==> config.mk <==
export PLATFORM = sky130hd
export DESIGN_NAME = calc_cmd_sequencer
export DESIGN_NICKNAME = d
export VERILOG_FILES = /design/src/rtl/calc_cmd_sequencer.sv
export SDC_FILE = /design/constraint.sdc
export NUM_CORES = 1
export LEC_CHECK = 0
export BUFFER_PORTS_ARGS = -buffer_cell sky130_fd_sc_hd__buf_2
export CAP_MARGIN = 20
export CORE_UTILIZATION = 30
export DETAILED_ROUTE_END_ITERATION = 10
export MAX_ROUTING_LAYER = met4
export PLACE_DENSITY = 0.48
export RECOVER_POWER = 50
export SYNTH_ARGS = -nofsm -noshare
export SYNTH_HDL_FRONTEND = slang
export SYNTH_SLANG_ARGS = --single-unit
export TNS_END_PERCENT = 30
==> constraint.sdc <==
create_clock -name clk -period 3.3 [get_ports clk]
set_input_delay 0.33 -clock clk [delete_from_list [all_inputs] [get_ports clk]]
set_output_delay 0.33 -clock clk [all_outputs]
set_load 0.02 [all_outputs]
==> src/rtl/calc_cmd_sequencer.sv <==
// calc_cmd_sequencer
//   Byte-stream command front-end for the queue calculator. Each command byte
//   ({4'b0, operand_follows, op[2:0]}) plus its optional operand byte becomes
//   one calc_apply pulse. After a settle delay the calculator outputs are
//   captured and returned as one response word.
//
// Ports
//   clk, rst                      clock, synchronous active-high reset
//   s_valid/s_ready/s_data        command byte stream (valid/ready)
//   calc_in/calc_op/calc_apply    operand, opcode and one-cycle strobe to calculator
//   calc_tail/calc_empty/calc_valid  calculator status inputs
//   r_valid/r_ready/r_tail/r_flags   response word (valid/ready), flags =
//                                 {timeout, proto_err, calc_err, empty}
//   busy                          FSM not idle
//   err_count                     saturating count of responses with an error flag
//
// state   | meaning
// --------+-----------------------------------------------------------
// IDLE    | waiting for a command byte
// OPND    | command wants an operand byte; timeout counter running
// ISSUE   | calc_apply high for this single cycle
// SETTLE  | waiting for calculator outputs to settle
// RESP    | response word presented until consumed

module calc_cmd_sequencer #(
   parameter int SETTLE_CYCLES = 2,
   parameter int TIMEOUT       = 255
) (
   input  logic       clk,
   input  logic       rst,
   input  logic       s_valid,
   output logic       s_ready,
   input  logic [7:0] s_data,
   output logic [7:0] calc_in,
   output logic [2:0] calc_op,
   output logic       calc_apply,
   input  logic [7:0] calc_tail,
   input  logic       calc_empty,
   input  logic       calc_valid,
   output logic       r_valid,
   input  logic       r_ready,
   output logic [7:0] r_tail,
   output logic [3:0] r_flags,
   output logic       busy,
   output logic [7:0] err_count
);

   typedef enum logic [2:0] {
      S_IDLE, S_OPND, S_ISSUE, S_SETTLE, S_RESP
   } state_t;

   localparam bit          TMO_EN      = (TIMEOUT != 0);
   localparam logic [15:0] TMO_LAST    = 16'(TIMEOUT - 1);
   localparam logic [7:0]  SETTLE_LOAD = 8'(SETTLE_CYCLES);

   state_t      state, state_nxt;
   logic [2:0]  op_q;
   logic [15:0] tmo_cnt;
   logic [7:0]  settle_cnt;

   logic        load_resp;
   logic [7:0]  tail_nxt;
   logic [3:0]  flags_nxt;

   always_comb begin
      state_nxt  = state;
      s_ready    = 1'b0;
      calc_apply = 1'b0;
      r_valid    = 1'b0;
      load_resp  = 1'b0;
      tail_nxt   = 8'h00;
      flags_nxt  = 4'b0000;
      case (state)
         S_IDLE: begin
            s_ready = 1'b1;
            if (s_valid) begin
               if (s_data[7:4] != 4'h0) begin
                  state_nxt = S_RESP;
                  load_resp = 1'b1;
                  flags_nxt = 4'b0100;
               end else if (s_data[3]) begin
                  state_nxt = S_OPND;
               end else begin
                  state_nxt = S_ISSUE;
               end
            end
         end
         S_OPND: begin
            s_ready = 1'b1;
            if (s_valid) begin
               state_nxt = S_ISSUE;
            end else if (TMO_EN && (tmo_cnt == TMO_LAST)) begin
               // this idle cycle brings the count to TIMEOUT
               state_nxt = S_RESP;
               load_resp = 1'b1;
               flags_nxt = 4'b1000;
            end
         end
         S_ISSUE: begin
            calc_apply = 1'b1;
            state_nxt  = S_SETTLE;
         end
         S_SETTLE: begin
            // counter hits 0 on this edge: SETTLE lasts SETTLE_CYCLES cycles
            if (settle_cnt <= 8'd1) begin
               state_nxt = S_RESP;
               load_resp = 1'b1;
               tail_nxt  = calc_tail;
               flags_nxt = {2'b00, ~calc_valid, calc_empty};
            end
         end
         S_RESP: begin
            r_valid = 1'b1;
            if (r_ready) state_nxt = S_IDLE;
         end
         default: state_nxt = S_IDLE;
      endcase
   end

   always_ff @(posedge clk) begin
      if (rst) begin
         state      <= S_IDLE;
         op_q       <= 3'd0;
         tmo_cnt    <= 16'd0;
         settle_cnt <= 8'd0;
         calc_in    <= 8'h00;
         calc_op    <= 3'd0;
         r_tail     <= 8'h00;
         r_flags    <= 4'b0000;
         err_count  <= 8'h00;
      end else begin
         state <= state_nxt;
         case (state)
            S_IDLE: begin
               if (s_valid) begin
                  op_q    <= s_data[2:0];
                  tmo_cnt <= 16'd0;
                  if (s_data[7:3] == 5'b00000) begin
                     calc_in <= 8'h00;
                     calc_op <= s_data[2:0];
                  end
               end
            end
            S_OPND: begin
               if (s_valid) begin
                  calc_in <= s_data;
                  calc_op <= op_q;
               end else begin
                  tmo_cnt <= tmo_cnt + 16'd1;
               end
            end
            S_ISSUE:  settle_cnt <= SETTLE_LOAD;
            S_SETTLE: if (settle_cnt != 8'd0) settle_cnt <= settle_cnt - 8'd1;
            default: ;
         endcase
         if (load_resp) begin
            r_tail  <= tail_nxt;
            r_flags <= flags_nxt;
            if ((flags_nxt[3:1] != 3'b000) && (err_count != 8'hFF))
               err_count <= err_count + 8'd1;
         end
      end
   end

   assign busy = (state != S_IDLE);

endmodule

Word level (Yosys, flattened, before mapping)

Cells that the tools add are included.

Latch bits: 0
Bits in registers: 61
Memories kept: 0
Word-level logic and storage cells: 82
Output and inout port bits: 35
Input bits: 22
Bits in read-only memories: 0
Memory bits (writable): 0

Equality and inequality tests: 14
Reductions and logical operators: 16
Muxes and demuxes: 38
Shift operators: 0
Bitwise logic cells: 1
Add/subtract/negate cells: 3
$mul: 0
Order comparisons: 1
Divide/modulo/power cells: 0

Operators with widths:

| kind                  | number |
|---|---|
| $mux 8                | 6 |
| $mux 3                | 11 |
| $mux 16               | 2 |
| $pmux 16 s2           | 1 |
| $pmux 8 s2            | 2 |
| $add 16x1->16 const B | 1 |
| $eq 16x8->1 const B   | 1 |
| $pmux 3 s5            | 1 |
| $ne 2x2->1 const B    | 7 |
| $pmux 4 s3            | 1 |
| $add 8x1->8 const B   | 1 |
| $le 8x1->1 const B    | 1 |
| $mux 1                | 8 |
| $mux 4                | 2 |
| $ne 8x8->1 const B    | 1 |
| $reduce_and 4->1      | 2 |
| $reduce_bool 8->1     | 1 |
| $sub 8x1->8 const B   | 1 |
| $eq 3x2->1 const B    | 2 |
| $pmux 3 s2            | 1 |
| $reduce_and 2->1      | 3 |
| $reduce_bool 3->1     | 2 |
| $logic_not 5->1       | 1 |
| $mux 2                | 2 |
| other kinds (11)      | 12 |

Depth between registers and ports, before layout

Word-level depth: 7
Gate-level depth with buffers: 8

Worst setup path before layout

OpenSTA, ideal clock, no wires.

Path type: register to register
Start: register state[0]
End: register err_count[4]
Library setup time: 123 ps
Slack: 1217 ps
Data required time: 3177 ps
Arrival: 1960 ps
Cell stages (with the launch flop): 7
Clock period less this slack: 2083 ps
Path through: dfxtp_1 > buf_4 > or3b_4 > or4_4 > buf_6 > a21oi_1 > mux2_1

Longest elaborated chain between the ends: 5
Elaborated cells between the ends (all ways): 8
Classes of those cells: 2 x eq/ne; 2 x mux; 4 x reduce/logical

Ends and longest elaborated chain:

| element                             | line | RTL |
|---|---|---|
| start: declaration                  | 56   | `state_t state, state_nxt;` |
| start signal: assignment            | 132  | `state <= state_nxt;` |
| $eq 3x2->1 (tied with other cells)  | 73   | `case (state)` |
| $pmux 4 s3                          | 73   |  |
| $reduce_bool 3->1                   | 159  | `if ((flags_nxt[3:1] != 3'b000) && (err_count != 8'hFF))` |
| $logic_and 1x1->1                   | 159  |  |
| $reduce_and 2->1 (no source line) * | --   |  |
| end signal: assignment              | 160  | `err_count <= err_count + 8'd1;` |
| end: declaration                    | 45   | `output logic [7:0] err_count` |

Every way passes the cells marked *; elsewhere a longest branch is shown, timed or not.
A chain may end at the register's enable or synchronous reset.

Worst setup path after layout

Start: register state[0]
End: register err_count[0]

The elaborated chain is that of the path after synthesis.

==> flow_summary.json <==
{
  "finalHoldViolations": 0,
  "syn_area_um2": 2940,
  "rsz0062_at_grt": "no",
  "ant_nets": 0,
  "initial_core_util": 0.314,
  "ctsResizeCount": 0,
  "p_switching_w": 0.000655,
  "vias_per_cell": 4.89,
  "wl_um": 6920,
  "p_seq_frac": 0.434,
  "drive_gt1_frac": 0.134,
  "ir_worst_vdd_mv": 0.221,
  "postCtsSetupRepairBufs": 0,
  "setup_viol": 0,
  "cts_root_buf": "clkbuf_8",
  "timing.final.crit_period_ns": 2.63,
  "crit_buf_inv": 0,
  "power.internal_w": 0.00128,
  "yosys_register_bits": 61,
  "rows": 35,
  "final_util": 0.369,
  "combPwrFrac": 0.215,
  "cts_tree": "yes",
  "cts.clk_slew.worst_paths_ns": 0.08,
  "swShare": 0.339,
  "io_pins": 57,
  "critical-path-slowest-cell": "nor4b_1",
  "die_area_um2": 10200,
  "diodes": 0,
  "mappedNetlistNets": 370,
  "synth.avg_cell_area_um2": 8.61,
  "grt_max_degree": 33,
  "syn_to_final_growth_pct": 17.5,
  "power.share.clock": 0.351,
  "place_congestion": 0.759,
  "wl_per_cell_um": 13.2,
  "vias": 2570,
  "numCtsBuffers": 9,
  "cts_htree_levels": 3,
  "cts_sinks": 61,
  "synthFlopType": "dfxtp_1",
  "hold_ws_ns": 0.205,
  "ys_seq_area_frac": 0.415,
  "grt.total_usage": 0.151,
  "path_cells": "nor4b_1 > and2_1 > a21oi_2 > a21boi_1 > mux2_2",
  "ys_types": 58,
  "drc": 0,
  "ctsHoldBuffers": 0,
  "async_flop_share": 0,
  "max-clock-path-buffers": 2,
  "max_stage_delay_ns": 0.97,
  "p_per_area_nw_per_um2": 559,
  "fin_skew_ns": 0.0118,
  "reg2reg_slack_ns": 0.67,
  "fin_tns_setup_ns": 0,
  "endpoint_kind": "flop",
  "die_x_um": 101,
  "cp.required_ns": 3.54,
  "clock_latency_ns": 0.35,
  "final_nets": 420,
  "start_kind": "flop",
  "grt_overflow": 0,
  "dr.pass1.iters": 4,
  "first_iter_violations": 97,
  "die_height_um": 101,
  "synth_edf_count": 0,
  "crit_family": "simple AND/OR/NAND/NOR gates",
  "worst_ep_arrival_time_ns": 2.87,
  "dp_hpwl_um": 4770,
  "leakagePower_nw": 1.21,
  "first_global_vias": 2378,
  "synthCells": 342,
  "grt_pass1_wl_um": 11600,
  "drv_slew": 0,
  "cap_violations": 0,
  "path_max_fanout": 16,
  "hp-class": "input port to flop",
  "portBuffers": 56,
  "critical_path_class": "flop to flop",
  "slew_headroom": 0.279,
  "status": "finished clean",
  "core_area_um2": 9370,
  "fmax_mhz": 380,
  "worst_pin_slew_ns": 1.07,
  "fin_crit_sh": 0.798,
  "yosys_warnings": 0,
  "antenna_found_initial": 0
}
flip-flops by register name, indices dropped and copies added, names as in the netlist:
name,count
calc_op,3
r_flags,4
calc_in,8
settle_cnt,8
err_count,8
r_tail,8
tmo_cnt,16
op_q,3
state,3
synthesized netlist by cell type, types with 5 or more instances:
cell       n  share of area
a21oi_1   22          0.037
a32oi_1   10          0.030
and3_1     5          0.011
clkbuf_1  13          0.017
dfxtp_1   61           0.41
ha_1       6          0.025
inv_1     10          0.013
nand2_1   22          0.028
nand3_1   11          0.019
nand4_1   16          0.034
nor2_1    55          0.070
nor2b_1    7          0.015
nor3_1    11          0.019
xnor2_1   10          0.030
xor2_1     8          0.024
per-stage QoR:
step	setup WS, ns	cells	total power, W	instance area (µm²)
after global routing	0.508	526	0.00204	3460
after floorplan	1.22	342	0.00116	2940
after CTS	0.712	526	0.00197	3520
after detailed placement	0.730	510	0.00128	3320
after global placement	0.799	510	0.00128	3320
final	0.668	526	0.00193	3460
cells in the final DEF, fill, tap and decap left out, drive strengths merged, types with 4 or more instances in the layout:
cell type / synthesis / layout
mux2i: 4 / 4
a21oi: 23 / 23
buf: 8 / 26
xor2: 8 / 8
mux2: 6 / 6
dfxtp: 61 / 61
a32oi: 10 / 10
o21ai: 4 / 4
nor3: 11 / 11
nand4: 16 / 16
nand3: 11 / 11
nor2b: 7 / 7
nand2b: 4 / 4
inv: 10 / 10
xnor2: 10 / 10
nand2: 22 / 22
and3: 5 / 5
clkbuf: 13 / 43
nor2: 55 / 55
ha: 6 / 6
clkinv: 0 / 4
power by group through the flow:
stage	Combinational, W	Sequential, W	Clock (W)
floorplan	0.000306	0.000853	0
global placement	0.000426	0.000854	0
detailed placement	0.000429	0.000856	0
CTS	0.000430	0.000840	0.000696
global route	0.000465	0.000849	0.000729
finish	0.000415	0.000840	0.000679
worst register-to-register path, delay by kind of cell, from the launching register on:
kind | cells | cell delay (ns)
flip-flops | 1 | 0.48
multiplexers | 1 | 0.36
AO/OA/AOI/OAI | 2 | 0.39
AND/OR/NAND/NOR | 2 | 1.28
area by class of cell:
cell class	instances	area (µm²)
Clock inverter	7	76.3
Sequential cell	61	1220
Timing Repair Buffer	60	265
Inverter	10	37.5
Fill cell	1015	5910
Clock buffer	9	124
Tap cell	129	161
Multi-Input combinational cell	250	1570
logic make-up after synthesis:
logic type	after synthesis	share of synthesized area
AND/OR/NAND/NOR	155	0.272
AO/OA/AOI/OAI	61	0.152
flip-flops	61	0.415
buffers and inverters	31	0.0463
XOR/XNOR	18	0.0535
multiplexers	10	0.0365
adder cells (fa/ha/maj)	6	0.0255
per-layer routing:
layer	vias up	global-route usage	share of wire
met2	44	0.225	0.45
met4	0	0.0647	0.017
met1	1193	0.193	0.49
li1	1322	-	-
met3	11	0.0381	0.041
met5	-	-	0
final timing paths:
check,startpoint,endpoint,cells past startpoint
max reg2reg,state[0],err_count[0],5
max,state[0],err_count[0],5
min reg2reg,calc_in[3],calc_in[3],2
min,calc_empty,r_flags[0],3
Note: power is estimated with default switching activity, not from simulation.
